File: config.mk
export PLATFORM = sky130hd
export DESIGN_NAME = spirsp
export DESIGN_NICKNAME = d
export VERILOG_FILES = /design/src/rtl/spirsp.sv
export SDC_FILE = /design/constraint.sdc
export NUM_CORES = 1
export LEC_CHECK = 0
export CAP_MARGIN = 20
export CORE_ASPECT_RATIO = 0.8
export CORE_MARGIN = 2
export CORE_UTILIZATION = 45
export DETAILED_ROUTE_END_ITERATION = 16
export PLACE_DENSITY = 0.71
export SKIP_LAST_GASP = 1
export SLEW_MARGIN = 10
export SYNTH_ARGS = -nofsm -noshare
export SYNTH_HDL_FRONTEND = slang
export SYNTH_SLANG_ARGS = --single-unit
File: constraint.sdc
create_clock -name i_clk -period 4.2 [get_ports i_clk]
set_clock_uncertainty 0.05 [all_clocks]
set_input_delay 0.84 -clock i_clk [delete_from_list [all_inputs] [get_ports i_clk]]
set_output_delay 0.84 -clock i_clk [all_outputs]
set_load 0.02 [all_outputs]
File: src/rtl/spirsp.sv
// spirsp: card-side SD SPI command framer and R1/R1b/R3/R7 response serializer.
// Define SPIRSP_CRC_EN to build CRC7/end-bit checking with internal CRC-error R1.
`timescale 1ns/1ps
module spirsp #(
  parameter int unsigned NCR = 1
) (
  input  logic        i_clk,
  input  logic        i_reset,
  input  logic        i_cs_n,
  input  logic        i_ll_stb,
  input  logic [7:0]  i_ll_byte,
  output logic [7:0]  o_ll_byte,
  output logic        o_cmd_stb,
  output logic [5:0]  o_cmd,
  output logic [31:0] o_cmd_arg,
  output logic        o_crc_err,
  input  logic        i_rsp_stb,
  input  logic [1:0]  i_rsp_type,
  input  logic [7:0]  i_rsp_r1,
  input  logic [31:0] i_rsp_data,
  input  logic        i_card_busy,
  output logic        o_busy
);

  localparam int unsigned BYTE_W = 8;
  localparam int unsigned CMD_W  = 6;
  localparam int unsigned ARG_W  = 32;
  localparam int unsigned HDR_W  = CMD_W + ARG_W;
  localparam int unsigned CNT_W  = 4;

  typedef enum logic [2:0] {
    S_IDLE, S_RXCMD, S_DECODE, S_WAITRSP, S_NCR, S_R1, S_DATA, S_BUSY
  } state_t;

  state_t              state_q, state_d;
  logic [CNT_W-1:0]    cnt_q, cnt_d;
  logic [HDR_W-1:0]    hdr_q, hdr_d;
  logic [1:0]          rtype_q, rtype_d;
  logic [BYTE_W-1:0]   r1_q, r1_d;
  logic [ARG_W-1:0]    data_q, data_d;
  logic [BYTE_W-1:0]   ll_byte_d;
  logic                cmd_stb_d;
  logic [CMD_W-1:0]    cmd_d;
  logic [ARG_W-1:0]    arg_d;
  logic                crc_err_d;
  logic                busy_d;
  logic                crc_bad;
  logic [BYTE_W-1:0]   busy_byte;

`ifdef SPIRSP_CRC_EN
  logic [BYTE_W-1:0]   tail_q, tail_d;

  // CRC7, poly x^7+x^3+1, init 0, MSB first over the 40 header bits
  function automatic logic [6:0] crc7(input logic [39:0] msg);
    logic [6:0] c;
    logic       fb;
    c = '0;
    for (int i = 39; i >= 0; i--) begin
      fb = c[6] ^ msg[i];
      c  = {c[5:0], 1'b0} ^ (fb ? 7'h09 : 7'h00);
    end
    return c;
  endfunction

  assign crc_bad = (crc7({2'b01, hdr_q}) != tail_q[7:1]) || !tail_q[0];
`else
  assign crc_bad = 1'b0;
`endif

  assign busy_byte = i_card_busy ? 8'h00 : 8'hFF;

  // Next-state and registered-output computation
  always_comb begin
    state_d   = state_q;
    cnt_d     = cnt_q;
    hdr_d     = hdr_q;
    rtype_d   = rtype_q;
    r1_d      = r1_q;
    data_d    = data_q;
    ll_byte_d = o_ll_byte;
    cmd_stb_d = 1'b0;
    cmd_d     = o_cmd;
    arg_d     = o_cmd_arg;
    crc_err_d = o_crc_err;
`ifdef SPIRSP_CRC_EN
    tail_d    = tail_q;
`endif

    case (state_q)
      S_IDLE: begin
        ll_byte_d = 8'hFF;
        if (i_ll_stb && i_ll_byte[7:6] == 2'b01) begin
          hdr_d   = HDR_W'(i_ll_byte[5:0]);
          cnt_d   = CNT_W'(5);
          state_d = S_RXCMD;
        end
      end

      S_RXCMD: begin
        if (i_ll_stb) begin
          if (cnt_q == CNT_W'(1)) begin
`ifdef SPIRSP_CRC_EN
            tail_d  = i_ll_byte;
`endif
            state_d = S_DECODE;
          end else begin
            hdr_d = {hdr_q[HDR_W-BYTE_W-1:0], i_ll_byte};
            cnt_d = cnt_q - CNT_W'(1);
          end
        end
      end

      S_DECODE: begin
        crc_err_d = crc_bad;
        if (crc_bad) begin
          // rejected frame answers with an illegal-CRC R1 without bothering the card
          rtype_d = 2'b00;
          r1_d    = 8'h08;
          cnt_d   = CNT_W'(NCR);
          state_d = S_NCR;
        end else begin
          cmd_stb_d = 1'b1;
          cmd_d     = hdr_q[HDR_W-1 -: CMD_W];
          arg_d     = hdr_q[ARG_W-1:0];
          state_d   = S_WAITRSP;
        end
      end

      S_WAITRSP: begin
        ll_byte_d = 8'hFF;
        if (i_rsp_stb) begin
          rtype_d = i_rsp_type;
          r1_d    = i_rsp_r1;
          data_d  = i_rsp_data;
          cnt_d   = CNT_W'(NCR);
          state_d = S_NCR;
        end
      end

      S_NCR: begin
        if (i_ll_stb) begin
          if (cnt_q == CNT_W'(1)) begin
            ll_byte_d = r1_q;
            state_d   = S_R1;
          end else begin
            cnt_d = cnt_q - CNT_W'(1);
          end
        end
      end

      S_R1: begin
        if (i_ll_stb) begin
          if (rtype_q[1]) begin
            ll_byte_d = data_q[ARG_W-1 -: BYTE_W];
            data_d    = {data_q[ARG_W-BYTE_W-1:0], 8'h00};
            cnt_d     = CNT_W'(4);
            state_d   = S_DATA;
          end else if (rtype_q[0]) begin
            ll_byte_d = busy_byte;
            state_d   = S_BUSY;
          end else begin
            ll_byte_d = 8'hFF;
            state_d   = S_IDLE;
          end
        end
      end

      S_DATA: begin
        if (i_ll_stb) begin
          if (cnt_q == CNT_W'(1)) begin
            ll_byte_d = 8'hFF;
            state_d   = S_IDLE;
          end else begin
            ll_byte_d = data_q[ARG_W-1 -: BYTE_W];
            data_d    = {data_q[ARG_W-BYTE_W-1:0], 8'h00};
            cnt_d     = cnt_q - CNT_W'(1);
          end
        end
      end

      S_BUSY: begin
        // busy ends on the first exchange that actually carried FF
        if (i_ll_stb) begin
          if (o_ll_byte == 8'hFF) begin
            state_d = S_IDLE;
          end else begin
            ll_byte_d = busy_byte;
          end
        end
      end

      default: begin
        ll_byte_d = 8'hFF;
        state_d   = S_IDLE;
      end
    endcase

    if (i_cs_n) begin
      state_d   = S_IDLE;
      ll_byte_d = 8'hFF;
      cmd_stb_d = 1'b0;
      cmd_d     = o_cmd;
      arg_d     = o_cmd_arg;
      crc_err_d = o_crc_err;
    end

    busy_d = (state_d != S_IDLE);
  end

  // State and output registers
  always_ff @(posedge i_clk or posedge i_reset) begin
    if (i_reset) begin
      state_q   <= S_IDLE;
      cnt_q     <= '0;
      hdr_q     <= '0;
      rtype_q   <= '0;
      r1_q      <= '0;
      data_q    <= '0;
      o_ll_byte <= 8'hFF;
      o_cmd_stb <= 1'b0;
      o_cmd     <= '0;
      o_cmd_arg <= '0;
      o_crc_err <= 1'b0;
      o_busy    <= 1'b0;
`ifdef SPIRSP_CRC_EN
      tail_q    <= '0;
`endif
    end else begin
      state_q   <= state_d;
      cnt_q     <= cnt_d;
      hdr_q     <= hdr_d;
      rtype_q   <= rtype_d;
      r1_q      <= r1_d;
      data_q    <= data_d;
      o_ll_byte <= ll_byte_d;
      o_cmd_stb <= cmd_stb_d;
      o_cmd     <= cmd_d;
      o_cmd_arg <= arg_d;
      o_crc_err <= crc_err_d;
      o_busy    <= busy_d;
`ifdef SPIRSP_CRC_EN
      tail_q    <= tail_d;
`endif
    end
  end

endmodule

Word-level counts from Yosys, hierarchy flattened

Index checks and enable logic that the tools add are counted.

Register bits after elaboration: 135
Output and inout bits: 49
Word-level logic and storage cells: 100

$add $sub $neg: 1
Eq/ne operators: 26
Mux-type cells: 46
Bitwise logic cells: 1
Reduce and logical (&&, ||, !) cells: 15

Operators with widths:

| cell                                                                   | number |
|---|---|
| 32-bit two-way mux                                                     | 5 |
| 38-bit two-way mux                                                     | 3 |
| 32-bit case mux with 3 select lines                                    | 1 |
| 8-bit two-way mux                                                      | 11 |
| 38-bit case mux with 2 select lines                                    | 1 |
| 3-bit two-way mux                                                      | 14 |
| 8-bit case mux with 5 select lines                                     | 1 |
| 4-bit two-way mux                                                      | 6 |
| 3-bit case mux with 8 select lines                                     | 1 |
| 2-bit != test (second input constant)                                  | 9 |
| 3-bit != test (second input constant)                                  | 6 |
| 4-bit case mux with 4 select lines                                     | 1 |
| 7-bit AND reduction                                                    | 2 |
| 3-bit equality test (second input constant)                            | 4 |
| 8-bit equality test (second input constant)                            | 1 |
| 3-bit by 2-bit equality test with 1-bit output (second input constant) | 2 |
| 6-bit AND reduction                                                    | 1 |
| 3-bit nonzero test                                                     | 2 |
| 6-bit nonzero test                                                     | 1 |
| 4-bit by 1-bit equality test with 1-bit output (second input constant) | 1 |
| 2-bit AND reduction                                                    | 2 |
| 4-bit AND reduction                                                    | 1 |
| 4-bit nonzero test                                                     | 1 |
| 4-bit by 1-bit subtractor with 4-bit output (second input constant)    | 1 |
| other kinds (10)                                                       | 11 |

Logic depth before layout (Yosys ltp)

Gate-level depths: netlist (run 1).

Depth in word-level cells: 6
Mapped depth: 8
Gate-level depth less buffers: 7

Least setup slack after synthesis (run 1)

No wires, ideal clock.

Path type: register to register
From: register cnt_q[1]
To: register hdr_q[0]
Library setup time: 127 ps
Data arrival time: 1,852 ps
Path slack: 2,170 ps
Stages on the path, launching flop included: 8
Period minus slack after synthesis: 2,030 ps
Path through: dfrtp_1 inv_1 ha_1 or3b_4 and3_1 o21ai_4 buf_6 mux2_1

Cells in the longest elaborated chain, start to end: 3

RTL lines:

| element                                        | line | source |
|---|---|---|
| start: declaration                             | 36   | `logic [CNT_W-1:0] cnt_q, cnt_d;` |
| start signal: assignment                       | 230  | `cnt_q <= cnt_d;` |
| 4-bit by 1-bit equality test with 1-bit output | 101  | `if (cnt_q == CNT_W'(1)) begin` |
| 2-bit != test (no source line)                 | n/a  |  |
| 4-bit AND reduction (no source line)           | n/a  |  |
| end signal: assignment                         | 231  | `hdr_q <= hdr_d;` |
| end: declaration                               | 37   | `logic [HDR_W-1:0] hdr_q, hdr_d;` |

No other way between the ends.
A chain may end at the register's enable or synchronous reset.

Final worst setup path (run 1)

From: input i_ll_stb
To: register data_q[4]

Cells in the longest elaborated chain, start to end: 2
Elaborated cells on any way between the ends: 3

RTL lines:

| element                                  | line | source |
|---|---|---|
| start: declaration                       | 10   | `input logic i_ll_stb,` |
| 2-bit != test (no source line)           | n/a  |  |
| 6-bit AND reduction (no source line) (*) | n/a  |  |
| end signal: assignment                   | 234  | `data_q <= data_d;` |
| end: declaration                         | 40   | `logic [ARG_W-1:0] data_q, data_d;` |

Every way passes the cells marked *; elsewhere a longest branch is shown, timed or not.

==> metrics.yaml, run 1 <==
run_status:
  status: "finished clean"
sta:
  setup_tns_ps: 0
  hold_viol_final: 0
  period_share: 0.659
  rsz0062_at_grt: "false"
  tightest_slew_ps: 799
  period_needed_ps: 2770
  max_freq_mhz: 361
  max-slew-margin-rel: 0.467
  setup_viol: 0
  final.setup.worst_slack_ps: 1430
  slew_viol_final: 0
pwr:
  power.net_switching_mw: 0.759
  pwr-share-clk: 0.472
  pwr-share-comb: 0.074
  p_int_mw: 2.44
  p_leak_nw: 3.45
  ir_drop_v: 0.000277
  p_seq_frac: 0.454
  switching_share: 0.237
  powerDensity_nw_per_um2: 410
worst_setup_path:
  r2r-start: "state_q[2]"
  worst_ep_arrival_time_ps: 3040
  reg2regPathDepth: 5
  ff2ff_setup_slack_ps: 1560
  worst_setup_path_start_kind: "input pin"
  critPathCaptureType: "flop"
  crit_type: "in2reg"
  r2r_end: "cnt_q[1]"
  crit_path_max_fanout: 64
  required_ps: 4480
min_path:
  hold_end: "hdr_q[35]"
  min-delay-start: "hdr_q[35]"
  hp-class: "reg2reg"
  min_path_cells: 2
global_routing:
  antenna_found_initial: 0
  track_usage: 0.196
  grt_pass1_vias: 4420
  grt_pass1_wl_um: 22300
  grt_max_degree: 65
  grt_overflow: 0
clocking:
  cts_tree: "yes"
  clockBufferDepth: 2
  clk_pin_slew_ps: 60
  ctsResizeCount: 0
  clock_latency_ps: 420
  clk_root_buffer_cell: "clkbuf_16"
  h-tree-depth: 4
  cts_num_sinks: 135
  hold_buffers: 0
  cts_buffers: 17
  postCtsSetupRepairBufs: 0
cells_and_area:
  multiInputGateArea_sq_um: 2380
  nNetsFinal: 704
  final_cell_mix: "127 x dfrtp_1, 103 x clkdlybuf4s50_1, 69 x nand2_1"
  nFillCells: 1059
  design_area_sq_um: 7800
  layout_commonest_cell: "dfrtp_1"
  antenna_cells: 0
  drive_gt1_frac: 0.173
  area_delta_synth_final_pct: 29.9
  fin_util: 0.602
  seqCellArea_sq_um: 3390
place:
  finalWeightedCongestion: 0.846
  pre_cts_ws_ps: 1060
  port-buffer-count: 103
  place_area_sq_um: 7180
  hpwlAfterDp_um: 8900
synthesis:
  async_reset_ff_frac: 1.00
  synth.top_cell.area_share: 0.529
  synth_fp_nets: 607
  synth_area_sq_um: 6010
  synthTopCellsByArea: "dfrtp_1 53%, mux2_2 10%, o21ai_0 4.7%"
  yosys.area.top_type: "dfrtp_1"
  ys_seq_elements: 135
  ys_types: 55
  synthCells: 549
  ys.flop_type: "dfrtp_1"
  ys_seq_area_frac: 0.564
  yosysWarnings: 0
  synth_edf_count: 0
  syn_area_per_cell_sq_um: 10.9
floorplan:
  dieArea_sq_um: 14300
  coreArea_sq_um: 13000
  rows: 37
  start_util: 0.463
  dieHeight_um: 107
  die_w_um: 133
  ios: 105
detailed_routing:
  ant_nets: 0
  vias: 4425
  drcViolationCount: 0
  dr.pass1.iters: 6
  viasPerCell: 5.31
  totalWireLength_um: 13300
  drt_iter0_drc: 325
  post_drt_wl_per_cell_um: 15.9
job:
  maxCapViolations: 0
## critical path: stages
cell and delay (ps):
clkdlybuf4s50_1 820, nand2_1 120, a22oi_1 340, a2bb2oi_4 150, buf_4 480, nand3_1 160, o21ai_0 110
## layout make-up
type / count / area share
Multi-Input combinational cell: 357 / 0.305
Sequential cell: 135 / 0.434
Timing Repair Buffer: 112 / 0.144
Clock inverter: 15 / 0.0229
Tap cell: 175 / 0.0281
Inverter: 23 / 0.0115
Clock buffer: 17 / 0.0545
## state kept, by name, summed over array words and instances (netlist names)
| signal | count |
|---|---|
| cnt_q | 4 |
| data_q | 32 |
| hdr_q | 38 |
| o_busy | 1 |
| o_cmd | 6 |
| o_cmd_arg | 32 |
| o_cmd_stb | 1 |
| o_ll_byte | 8 |
| r1_q | 8 |
| rtype_q | 2 |
| state_q | 3 |
## through the flow
| step | power, mW | instances | hold WS [ps] |
|---|---|---|---|
| after floorplan | 1.59 | 549 | 394 |
| after global placement | 1.70 | 801 | 409 |
| after detailed placement | 1.71 | 801 | 418 |
| after CTS | 3.22 | 833 | 435 |
| after global routing | 3.32 | 834 | 450 |
| final | 3.20 | 834 | 426 |
## power by group through the flow
| stage | Clock, mW | Sequential, mW | Combinational, mW |
|---|---|---|---|
| floorplan | 0 | 1.45 | 0.147 |
| global placement | 0 | 1.47 | 0.229 |
| detailed placement | 0 | 1.47 | 0.237 |
| CTS | 1.53 | 1.45 | 0.240 |
| global route | 1.59 | 1.46 | 0.267 |
| finish | 1.51 | 1.45 | 0.237 |
## cell families (layout without fill, tap and decap cells)
kind of cell / after synthesis / count (layout) / share of synthesized area
simple gates: 149 / 149 / 0.115
flops: 135 / 135 / 0.564
compound gates: 126 / 126 / 0.127
mux: 78 / 78 / 0.143
buf+inv: 57 / 167 / 0.0450
fa+ha+maj: 2 / 2 / 0.00417
other cells: 1 / 1 / 0.000624
xor+xnor: 1 / 1 / 0.00146
## synthesized netlist by cell type, types with 2 or more instances
cell      instances
dfrtp_1         127
nand2_1          69
mux2_2           56
o21ai_0          56
nor2_1           40
a21oi_1          34
inv_1            23
buf_2            19
mux2i_1          16
nand3_1          14
dfstp_2           8
a221o_1           7
clkbuf_1          7
mux2_1            6
buf_4             4
a211oi_1          3
a31oi_1           3
and2b_1           3
nand2b_1          3
nand4_1           3
o21a_1            3
or3_1             3
a311o_1           2
a311oi_1          2
and3_1            2
buf_6             2
clkbuf_2          2
ha_1              2
nor2b_1           2
o21ai_1           2
o22a_1            2
## worst max-delay path by stage
stage,cells past startpoint,to,start,slack [ps]
floorplan,1,cnt_q[0],i_reset,1640
global placement,5,hdr_q[6],i_ll_stb,1160
detailed placement,7,data_q[0],i_ll_stb,1060
CTS,7,data_q[0],i_ll_stb,1460
global route,6,hdr_q[6],i_ll_stb,1270
finish,7,data_q[4],i_ll_stb,1430
## metal layers
metal	share of wire	vias to the layer above	track usage
met5	0	-	0
met4	0.015	0	0.0714
met3	0.039	15	0.0419
met2	0.46	96	0.301
met1	0.48	2198	0.277
li1	-	2116	-
Note: power is estimated with default switching activity, not from simulation.
==> run 2: changes to the inputs <==
- PLACE_DENSITY: 0.71 -> 0.69
- clock period: 4.2 -> 2.58 ns (I/O delays scaled with it)
==> run 2 against run 1 <==
Net effect: sequential cell count did not move; sequential share of layout area down 0.60 points; combinational power rose by 66%; setup slack worse by 1100 ps; critical endpoint is now hdr_q[2].
==> metrics.yaml, run 2 (synthesized netlist as in run 1, its figures left out) <==
clocking:
  ctsResizeCount: 0  # unchanged
  hold_buffers: 0  # unchanged
  clock_latency_ps: 420  # about the same
  cts_tree: "yes"
  postCtsSetupRepairBufs: 0  # unchanged
  h-tree-depth: 4  # unchanged
  cts_buffers: 17  # unchanged
  cts_num_sinks: 135  # unchanged
  clk_pin_slew_ps: 60  # about the same
  clockBufferDepth: 2  # unchanged
  clk_root_buffer_cell: "clkbuf_16"
detailed_routing:
  ant_nets: 0  # unchanged
  drt_iter0_drc: 334  # +2.8%
  viasPerCell: 5.23  # -1.4%
  drcViolationCount: 0  # unchanged
  dr.pass1.iters: 5  # -1
  totalWireLength_um: 13100  # -1.6%
  post_drt_wl_per_cell_um: 15.5  # -2.4%
  vias: 4399  # -0.59%
cells_and_area:
  stdcell_count: 841  # +0.84%
  drive_gt1_frac: 0.182  # +0.00869
  antenna_cells: 0  # unchanged
  largest_registers: "hdr_q (38), data_q (32), o_cmd_arg (32)"
  area_delta_synth_final_pct: 31.8
  nNetsFinal: 711  # +0.99%
  final_cell_mix: "127 x dfrtp_1, 103 x clkdlybuf4s50_1, 69 x nand2_1"
  layout_commonest_cell: "dfrtp_1"
  design_area_sq_um: 7920  # +1.4%
  top_register: "hdr_q"
  largest_reg_flops: 38  # unchanged
sta:
  setup_viol: 0  # unchanged
  final.setup.worst_slack_ps: 287  # -1150 ps
  slew_viol_final: 0  # unchanged
  period_share: 0.889
  rsz0062_at_grt: "false"
  setup_tns_ps: 0  # unchanged
  max_freq_mhz: 436
  period_needed_ps: 2290
  hold_viol_final: 0  # unchanged
pwr:
  p_leak_nw: 3.49  # +1.1%
  powerDensity_nw_per_um2: 665  # +62%
  ir_drop_v: 0.000524  # +89%
place:
  place_area_sq_um: 7290  # +1.5%
  finalWeightedCongestion: 0.881  # +4.1%
  pre_cts_ws_ps: 146  # -915 ps
  hpwlAfterDp_um: 8960  # +0.68%
  port-buffer-count: 103  # unchanged
  dp.cells: 809  # +1.0%
global_routing:
  track_usage: 0.194  # -0.00181
  grt_pass1_vias: 4276  # -3.3%
  antenna_found_initial: 0  # unchanged
  grt_overflow: 0  # unchanged
  grt_max_degree: 71  # +9.2%
  grt_pass1_wl_um: 21700  # -2.4%
min_path:
  hp-class: "in2async"
worst_setup_path:
  path_delay_family: "simple AND/OR/NAND/NOR gates"
  slowest_stage: "or3b_4"
  required_ps: 2820  # -1660 ps
  worst_ep_arrival_time_ps: 2540  # -500 ps
  worst_setup_path_start_kind: "flop"
  crit_type: "reg2reg"
  crit_path_max_fanout: 57  # -11%
  path_cells: "inv_1, ha_1, or3b_4, and3_1, o21ai_4, buf_12, mux2_1"
  critPathBufInv: 2  # unchanged
  critPathCaptureType: "flop"
  crit_path_max_incr_delay_ps: 420  # -400 ps
floorplan:
  ios: 105  # unchanged
  start_util: 0.463  # unchanged
  dieArea_sq_um: 14300  # unchanged
  rows: 37  # unchanged
  dieHeight_um: 107  # unchanged
  coreArea_sq_um: 13000  # unchanged
  die_w_um: 133  # unchanged
run_status:
  status: "finished clean"
job:
  maxCapViolations: 0  # unchanged
run 2: cell types whose count changed in the layout (fill, tap and decap cells not counted):
| cell | delta |
|---|---|
| clkbuf_8 | +2 |
| clkinv_4 | -3 |
| clkinvlp_4 | +4 |
| clkinv_2 | -4 |
| buf_4 | +4 |
| inv_6 | +1 |
| buf_12 | +3 |
run 2: through the flow:
stage | hold slack (ps) | power (mW) | utilization
floorplan | 394 | 2.59 | -
global placement | 412 | 2.76 | 0.562
detailed placement | 419 | 2.79 | 0.562
CTS | 413 | 5.32 | 0.611
global route | 451 | 5.47 | 0.611
finish | 419 | 5.26 | 0.611
run 2: area by class of cell:
class | count | area [sq um]
clock buffer | 19 | 453
clock inverter | 13 | 171
multi-input combinational | 357 | 2380
inverter | 23 | 90.1
fill | 1041 | 5050
sequential | 135 | 3390
timing repair buffer | 119 | 1210
tap | 175 | 219
run 2: report_power, final:
group	total (mW)	internal, mW	switching, mW
logic	0.393	0.196	0.197
registers	2.35	2.26	0.0989
clock network	2.51	1.58	0.933
total	5.26	4.03	1.23
run 2: worst paths after layout:
check	startpoint	cells past startpoint	end	slack, ps
min in group i_clk	hdr_q[35]	2	hdr_q[35]	420
hold / removal	i_reset	2	hdr_q[22]	420
setup / recovery	cnt_q[1]	7	hdr_q[2]	290
max in group asynchronous	i_reset	3	o_ll_byte[4]	1330
setup reg to reg	cnt_q[1]	7	hdr_q[2]	290
hold reg to reg	hdr_q[35]	2	hdr_q[35]	420
run 2: metal layers:
layer  share of wire  global-route usage  vias up
li1                -                   -     2115
met1            0.46               0.267     2134
met2            0.47               0.294      138
met3           0.058              0.0560       12
met4           0.011              0.0722        0
met5               0                   0        -
==> run 3: changes to the inputs <==
- TNS_END_PERCENT: not set -> 50
==> results of run 3 <==
No change in the layout: final DEF, timing and power equal those of run 2.
